[src/rtl/pipe_register.sv]
// rtl/pipe_register.sv - multi-stage valid/ready pipeline register with occupancy tracking
// Each stage advances when any downstream stage is empty or the output is accepted.
module pipe_register #(
  parameter int unsigned       WIDTH     = 8,
  parameter int unsigned       DEPTH     = 3,
  parameter logic [WIDTH-1:0]  RESET_VAL = '0
) (
  input  logic                         clk_i,
  input  logic                         rst_n_i,
  input  logic                         clear_i,
  input  logic                         in_valid_i,
  input  logic [WIDTH-1:0]             in_data_i,
  output logic                         in_ready_o,
  output logic                         out_valid_o,
  output logic [WIDTH-1:0]             out_data_o,
  input  logic                         out_ready_i,
  output logic [$clog2(DEPTH+1)-1:0]   occupancy_o,
  output logic                         empty_o,
  output logic                         full_o
);

  localparam int unsigned OCC_W = $clog2(DEPTH+1);

  logic [DEPTH-1:0] r_vld;
  logic [WIDTH-1:0] r_data [DEPTH];
  logic [OCC_W-1:0] r_occ;

  logic [DEPTH:0]   w_rdy;
  logic [DEPTH-1:0] w_src_vld;
  logic [WIDTH-1:0] w_src_data [DEPTH];
  logic             w_in_xfer;
  logic             w_out_xfer;

  // rdy[k] = ~vld[k] | rdy[k+1] unrolled into "any hole from k onward, or
  // output accepted" so no bit of w_rdy depends on another bit of itself.
  assign w_rdy[DEPTH] = out_ready_i;

  for (genvar k = 0; k < DEPTH; k++) begin : g_stage
    assign w_rdy[k] = out_ready_i | ~(&r_vld[DEPTH-1:k]);

    if (k == 0) begin : g_head
      assign w_src_vld[k]  = in_valid_i;
      assign w_src_data[k] = in_data_i;
    end else begin : g_body
      assign w_src_vld[k]  = r_vld[k-1];
      assign w_src_data[k] = r_data[k-1];
    end
  end

  assign in_ready_o  = w_rdy[0] & ~clear_i;
  assign out_valid_o = r_vld[DEPTH-1];
  assign out_data_o  = r_data[DEPTH-1];

  assign w_in_xfer  = in_valid_i & in_ready_o;
  assign w_out_xfer = out_valid_o & out_ready_i;

  // A bubble moving into a stage clears its valid but leaves the data alone.
  always_ff @(posedge clk_i) begin
    if (!rst_n_i || clear_i) begin
      r_vld <= '0;
      for (int k = 0; k < DEPTH; k++) begin
        r_data[k] <= RESET_VAL;
      end
    end else begin
      for (int k = 0; k < DEPTH; k++) begin
        if (w_rdy[k]) begin
          r_vld[k] <= w_src_vld[k];
          if (w_src_vld[k]) begin
            r_data[k] <= w_src_data[k];
          end
        end
      end
    end
  end

  always_ff @(posedge clk_i) begin
    if (!rst_n_i || clear_i) begin
      r_occ <= '0;
    end else begin
      case ({w_in_xfer, w_out_xfer})
        2'b10:   r_occ <= r_occ + OCC_W'(1);
        2'b01:   r_occ <= r_occ - OCC_W'(1);
        default: r_occ <= r_occ;
      endcase
    end
  end

  assign occupancy_o = r_occ;
  assign empty_o     = (r_occ == '0);
  assign full_o      = (r_occ == OCC_W'(DEPTH));

endmodule

[config.mk]
export PLATFORM = sky130hd
export DESIGN_NAME = pipe_register
export DESIGN_NICKNAME = d
export VERILOG_FILES = /design/src/rtl/pipe_register.sv
export SDC_FILE = /design/constraint.sdc
export NUM_CORES = 1
export LEC_CHECK = 0
export ABC_AREA = 1
export BUFFER_PORTS_ARGS = -buffer_cell sky130_fd_sc_hd__buf_2
export CORE_UTILIZATION = 45
export CTS_CLUSTER_SIZE = 25
export DETAILED_ROUTE_END_ITERATION = 8
export GPL_TIMING_DRIVEN = 0
export HOLD_SLACK_MARGIN = 0.1
export PLACE_DENSITY = 0.7
export SYNTH_ARGS = -nofsm -noshare
export SYNTH_HDL_FRONTEND = slang
export SYNTH_SLANG_ARGS = --single-unit
[constraint.sdc]
create_clock -name clk_i -period 1.5 [get_ports clk_i]
set_clock_uncertainty 0.1 [all_clocks]
set_input_delay 0.45 -clock clk_i [delete_from_list [all_inputs] [get_ports clk_i]]
set_output_delay 0.45 -clock clk_i [all_outputs]
set_load 0.005 [all_outputs]
# Word-level counts from Yosys, hierarchy flattened
# Memories as Yosys holds them, arrays and structs flattened.
# Cells that the tools add are included.
[totals] reg_bits=5 mem_bits_rw=24 input_bits=13 out_inout_bits=14 elab_cells=47 n_memories=1
[op_classes] add_sub_neg=2 n_eq_ne=3 muxes=18 n_bitwise=13 reduce_logical=6
[mem_list] name="r_data" depth=3 word_bits=8 read_ports=3 rd_ports_with_merged_regs=0 write_ports=3 line_no="25" source="logic [WIDTH-1:0] r_data [DEPTH];"
[ops] cell="$mux 8" n=3
[ops] cell="$mux 1" n=14
[ops] cell="$or 1x1->1" n=6
[ops] cell="$eq 2x2->1 const B" n=2
[ops] cell="$not 1->1" n=4
[ops] cell="$pmux 2 s2" n=1
[ops] cell="$and 1x1->1" n=3
[ops] cell="$reduce_and 3->1" n=1
[ops] cell="$add 2x1->2 const B" n=1
[ops] cell="$eq 2x1->1 const B" n=1
[ops] cell="$logic_not 2->1" n=1
[ops] cell="$reduce_and 2->1" n=1
[ops] cell="$reduce_bool 2->1" n=1
[ops] cell="$sub 2x1->2 const B" n=1
[ops] cell="$logic_not 1->1" n=1
[ops] cell="$logic_or 1x1->1" n=1

# Longest topological paths before layout
[depth] depth_word=7 mapped_depth=11

# Worst setup path before layout
# OpenSTA, ideal clock, no wires.
[synth_path] kind="input to register" from="input port out_ready_i" to="register r_occ[1], in the netlist occupancy_o[1]" arrival_time_ns=1.490 slack_ns=-0.159 path_stages=11 cell_sequence="inv_1 nand4_1 inv_1 nor2_1 nand2_1 ha_1 inv_1 nand2_1 nor2_1 o21ai_0 a21oi_1"
[synth_between] elab_chain_cells=5 elab_cells_between_ends=8 cone_classes="eq/ne (2); mux (1); bitwise (4); reduce/logical (1)"
[synth_lines] element="start: declaration" line_no="16" source="input logic out_ready_i,"
[synth_lines] element="$or 1x1->1 *" line_no="39" source="assign w_rdy[k] = out_ready_i | ~(&r_vld[DEPTH-1:k]);"
[synth_lines] element="$and 1x1->1 *" line_no="50" source="assign in_ready_o = w_rdy[0] & ~clear_i;"
[synth_lines] element="net in_ready_o" line_no="13" source="output logic in_ready_o,"
[synth_lines] element="$and 1x1->1 *" line_no="54" source="assign w_in_xfer = in_valid_i & in_ready_o;"
[synth_lines] element="$eq 2x1->1 or $eq 2x2->1 (tied branches)" line_no="80" source="case ({w_in_xfer, w_out_xfer})"
[synth_lines] element="$pmux 2 s2 or $reduce_bool 2->1 (tied branches)"
[synth_lines] element="end signal: assignment" line_no="81" source="2'b10: r_occ <= r_occ + OCC_W'(1);"
[synth_lines] element="end signal: assignment" line_no="82" source="2'b01: r_occ <= r_occ - OCC_W'(1);"
[synth_lines] element="end signal: assignment" line_no="83" source="default: r_occ <= r_occ;"
[synth_lines] element="end: declaration" line_no="26" source="logic [OCC_W-1:0] r_occ;"
# The timed path passes the listed nets; every way through them passes the cells marked *.
# A chain may end at the register's enable or synchronous reset.

# Worst setup path after layout
[layout_path] from="register r_vld[2]" to="output port in_ready_o"
[layout_between] elab_chain_cells=4
[layout_lines] element="start: declaration" line_no="24" source="logic [DEPTH-1:0] r_vld;"
[layout_lines] element="start signal: indexed assignment" line_no="67" source="r_vld[k] <= w_src_vld[k];"
[layout_lines] element="$reduce_and 3->1" line_no="39"
[layout_lines] element="$not 1->1" line_no="39"
[layout_lines] element="$or 1x1->1" line_no="39"
[layout_lines] element="$and 1x1->1" line_no="50"
[layout_lines] element="end: declaration" line_no="13"
# Every way passes these cells.

==> impl_metrics.json <==
{
  "stdcell_area_um2": 1610,
  "synth_seq_area_share_pct": 64.3,
  "cts_sinks": 29,
  "drtIter0Drc": 19,
  "dp_cells": 182,
  "final_layout_size_suffix_gt1_share_pct": 49.7,
  "rsz0062_at_grt": "true",
  "portBuffers": 26,
  "post-route-period-util_pct": 106,
  "crit_path_end_kind": "output pin",
  "final_util_pct": 62.6,
  "antenna_found_initial": 0,
  "finalHoldViolCount": 0,
  "fillers": 236,
  "num_vias": 876,
  "worstSetupPathType": "reg2out",
  "worst_pin_slew_ns": 0.322,
  "crit_required_ns": 0.95,
  "globalRouteTotalUtil_pct": 13.3,
  "synth.area.top_cells": "edfxtp_1, inv_1, nor2_1, dfxtp_1, buf_4",
  "violations": "negative setup slack",
  "ant_nets": 0,
  "ys_ff_latch": 29,
  "yosys.area.top_type": "edfxtp_1",
  "grt_remaining_overflow": 0,
  "dp_hpwl_mm": 1.20,
  "status": "complete, but fails checks",
  "fp.dieH_um": 55.3,
  "drt_first_pass_iters": 4,
  "area_growth_pct": 26.0,
  "pin_count": 27,
  "nNetsFinal": 175,
  "final_cells": 191,
  "critPathMaxFanout": 2,
  "post-route-drc-count": 0,
  "n_antenna_cell": 0,
  "cts-root-buf": "clkbuf_4",
  "critPathSlowestCell": "dfxtp_4",
  "routed_wl_mm": 1.91,
  "grt_max_degree": 11,
  "cts-htree-levels": 2,
  "syn_avg_cell_area_um2": 10.1,
  "irDropWorstVdd_v": 0.000655,
  "drv_cap": 0,
  "fmax_mhz": 630,
  "cp.arrival_ns": 1.04,
  "synth_nets": 140,
  "numCtsBuffers": 5,
  "yosysUniqueCellTypes": 14,
  "synth_cells": 126,
  "cts_tree": "done",
  "placed_area_um2": 1450,
  "via_per_inst": 4.59,
  "start_util_pct": 49.7,
  "rrSetupSlack_ns": -0.03,
  "setup_slack_ns": -0.0883,
  "path_cells": "nand4_1 -> inv_1 -> nor2_2 -> buf_2",
  "core_area_um2": 2570,
  "yosysWarnings": 0,
  "synth_top_area_share_pct": 56.5,
  "slew_headroom_pct": 78.5,
  "chipWidth_um": 55.3,
  "route.detailed.wl_per_inst_um": 10.0,
  "p_leak_nw": 0.738,
  "syn_area_um2": 1280,
  "ctsLongestPathBuffers": 2,
  "finalSetupViolCount": 22,
  "hp-class": "in2reg",
  "grt_pass1_wl_mm": 3.03,
  "clk_pin_slew_ns": 0.08,
  "gp_congestion": 0.692,
  "cp-start-kind": "register",
  "place_ws_ns": -0.315,
  "clk_latency_ns": 0.32,
  "die-area_um2": 3050,
  "slew_violations": 0,
  "powerDensity_nw_per_um2": 919,
  "setup_tns_ns": -0.373,
  "critPathMaxStageDelay_ns": 0.35,
  "period_minus_slack_ns": 1.59,
  "std_cell_rows": 18,
  "grt_pass1_vias": 751
}
state kept, by name, summed over array words and instances, names as in the netlist:
name         flops
r_vld            3
r_data          24
occupancy_o      2
kinds of logic (layout without fill, tap and decap cells):
group / count (synthesis) / count (layout) / synth area share [%]
adders and majority gates: 1 / 1 / 0.980
buffers and inverters: 42 / 77 / 15.9
and+or+nand+nor: 47 / 47 / 16.1
AOI/OAI and AO/OA: 7 / 7 / 2.74
DFF: 29 / 29 / 64.3
cell usage in the layout (no fill, tap or decap), types with 3 or more instances in the layout:
cell type | synthesis | layout
clkbuf_4 | 0 | 5
nor2_2 | 3 | 21
dfxtp_2 | 0 | 3
nor2_1 | 27 | 8
edfxtp_1 | 24 | 24
buf_2 | 0 | 25
buf_6 | 2 | 5
nand2_1 | 11 | 8
a21oi_1 | 5 | 5
buf_4 | 8 | 8
nor2_4 | 2 | 3
inv_1 | 32 | 30
synthesized netlist by cell type:
cell type / n
nor2_1: 27
a21oi_1: 5
nor2_2: 3
o21ai_0: 2
inv_1: 32
ha_1: 1
edfxtp_1: 24
nand3_1: 3
nand2_1: 11
nand4_1: 1
dfxtp_1: 5
buf_6: 2
nor2_4: 2
buf_4: 8
path summary, 6_finish.rpt:
path | endpoint | depth (start not counted) | startpoint
setup / recovery | in_ready_o | 4 | r_vld[2]
hold / removal | r_vld[0] | 3 | in_valid_i
setup reg to reg | occupancy_o[1] | 10 | r_vld[2]
hold reg to reg | occupancy_o[1] | 1 | occupancy_o[1]
worst max-delay path: cells and delay by family, from the launching register on:
| kind | cells | cell delay, ns |
|---|---|---|
| buf+inv | 2 | 0.18 |
| simple gates | 2 | 0.20 |
| flops | 1 | 0.35 |
through the flow:
| stage | hold slack [ns] | power (mW) |
|---|---|---|
| after floorplan | 0.344 | 1.02 |
| after global placement | 0.350 | 1.06 |
| after detailed placement | 0.384 | 1.07 |
| after CTS | 0.314 | 1.47 |
| after global routing | 0.313 | 1.55 |
| final | 0.321 | 1.48 |
per-layer routing:
metal	wire, µm	vias up	global-route usage (%)
li1	-	451	-
met1	777	396	14.9
met2	992	23	20.1
met3	101	6	7.03
met4	42	0	7.50
met5	0	-	0
repair_timing:
| action | CTS | global route |
|---|---|---|
| setup endpoints to repair | 12 | 33 |
| hold buffers | 0 | 0 |
| resized for setup | 7 | 36 |
| setup buffers | 2 | 6 |
| pin swaps | 2 | 7 |
| gates cloned | 0 | 2 |
layout make-up:
type,instances,area (µm²),share of cell area (%)
clock inverters,1,3.75,0.233
clock buffers,6,41.3,2.57
plain buffers,2,22.5,1.40
repair buffers,36,219,13.6
well taps,30,37.5,2.33
inverters,32,120,7.47
multi-input cells,55,332,20.6
flip-flops and latches,29,832,51.8
power by group:
| group | internal (mW) | switching [mW] | leakage, nW |
|---|---|---|---|
| clock | 0.170 | 0.240 | 0.0258 |
| sequential | 0.910 | 0.0119 | 0.314 |
| combinational | 0.0635 | 0.0824 | 0.398 |
| total | 1.14 | 0.335 | 0.738 |
No activity file was read; power rests on OpenSTA's default activity.
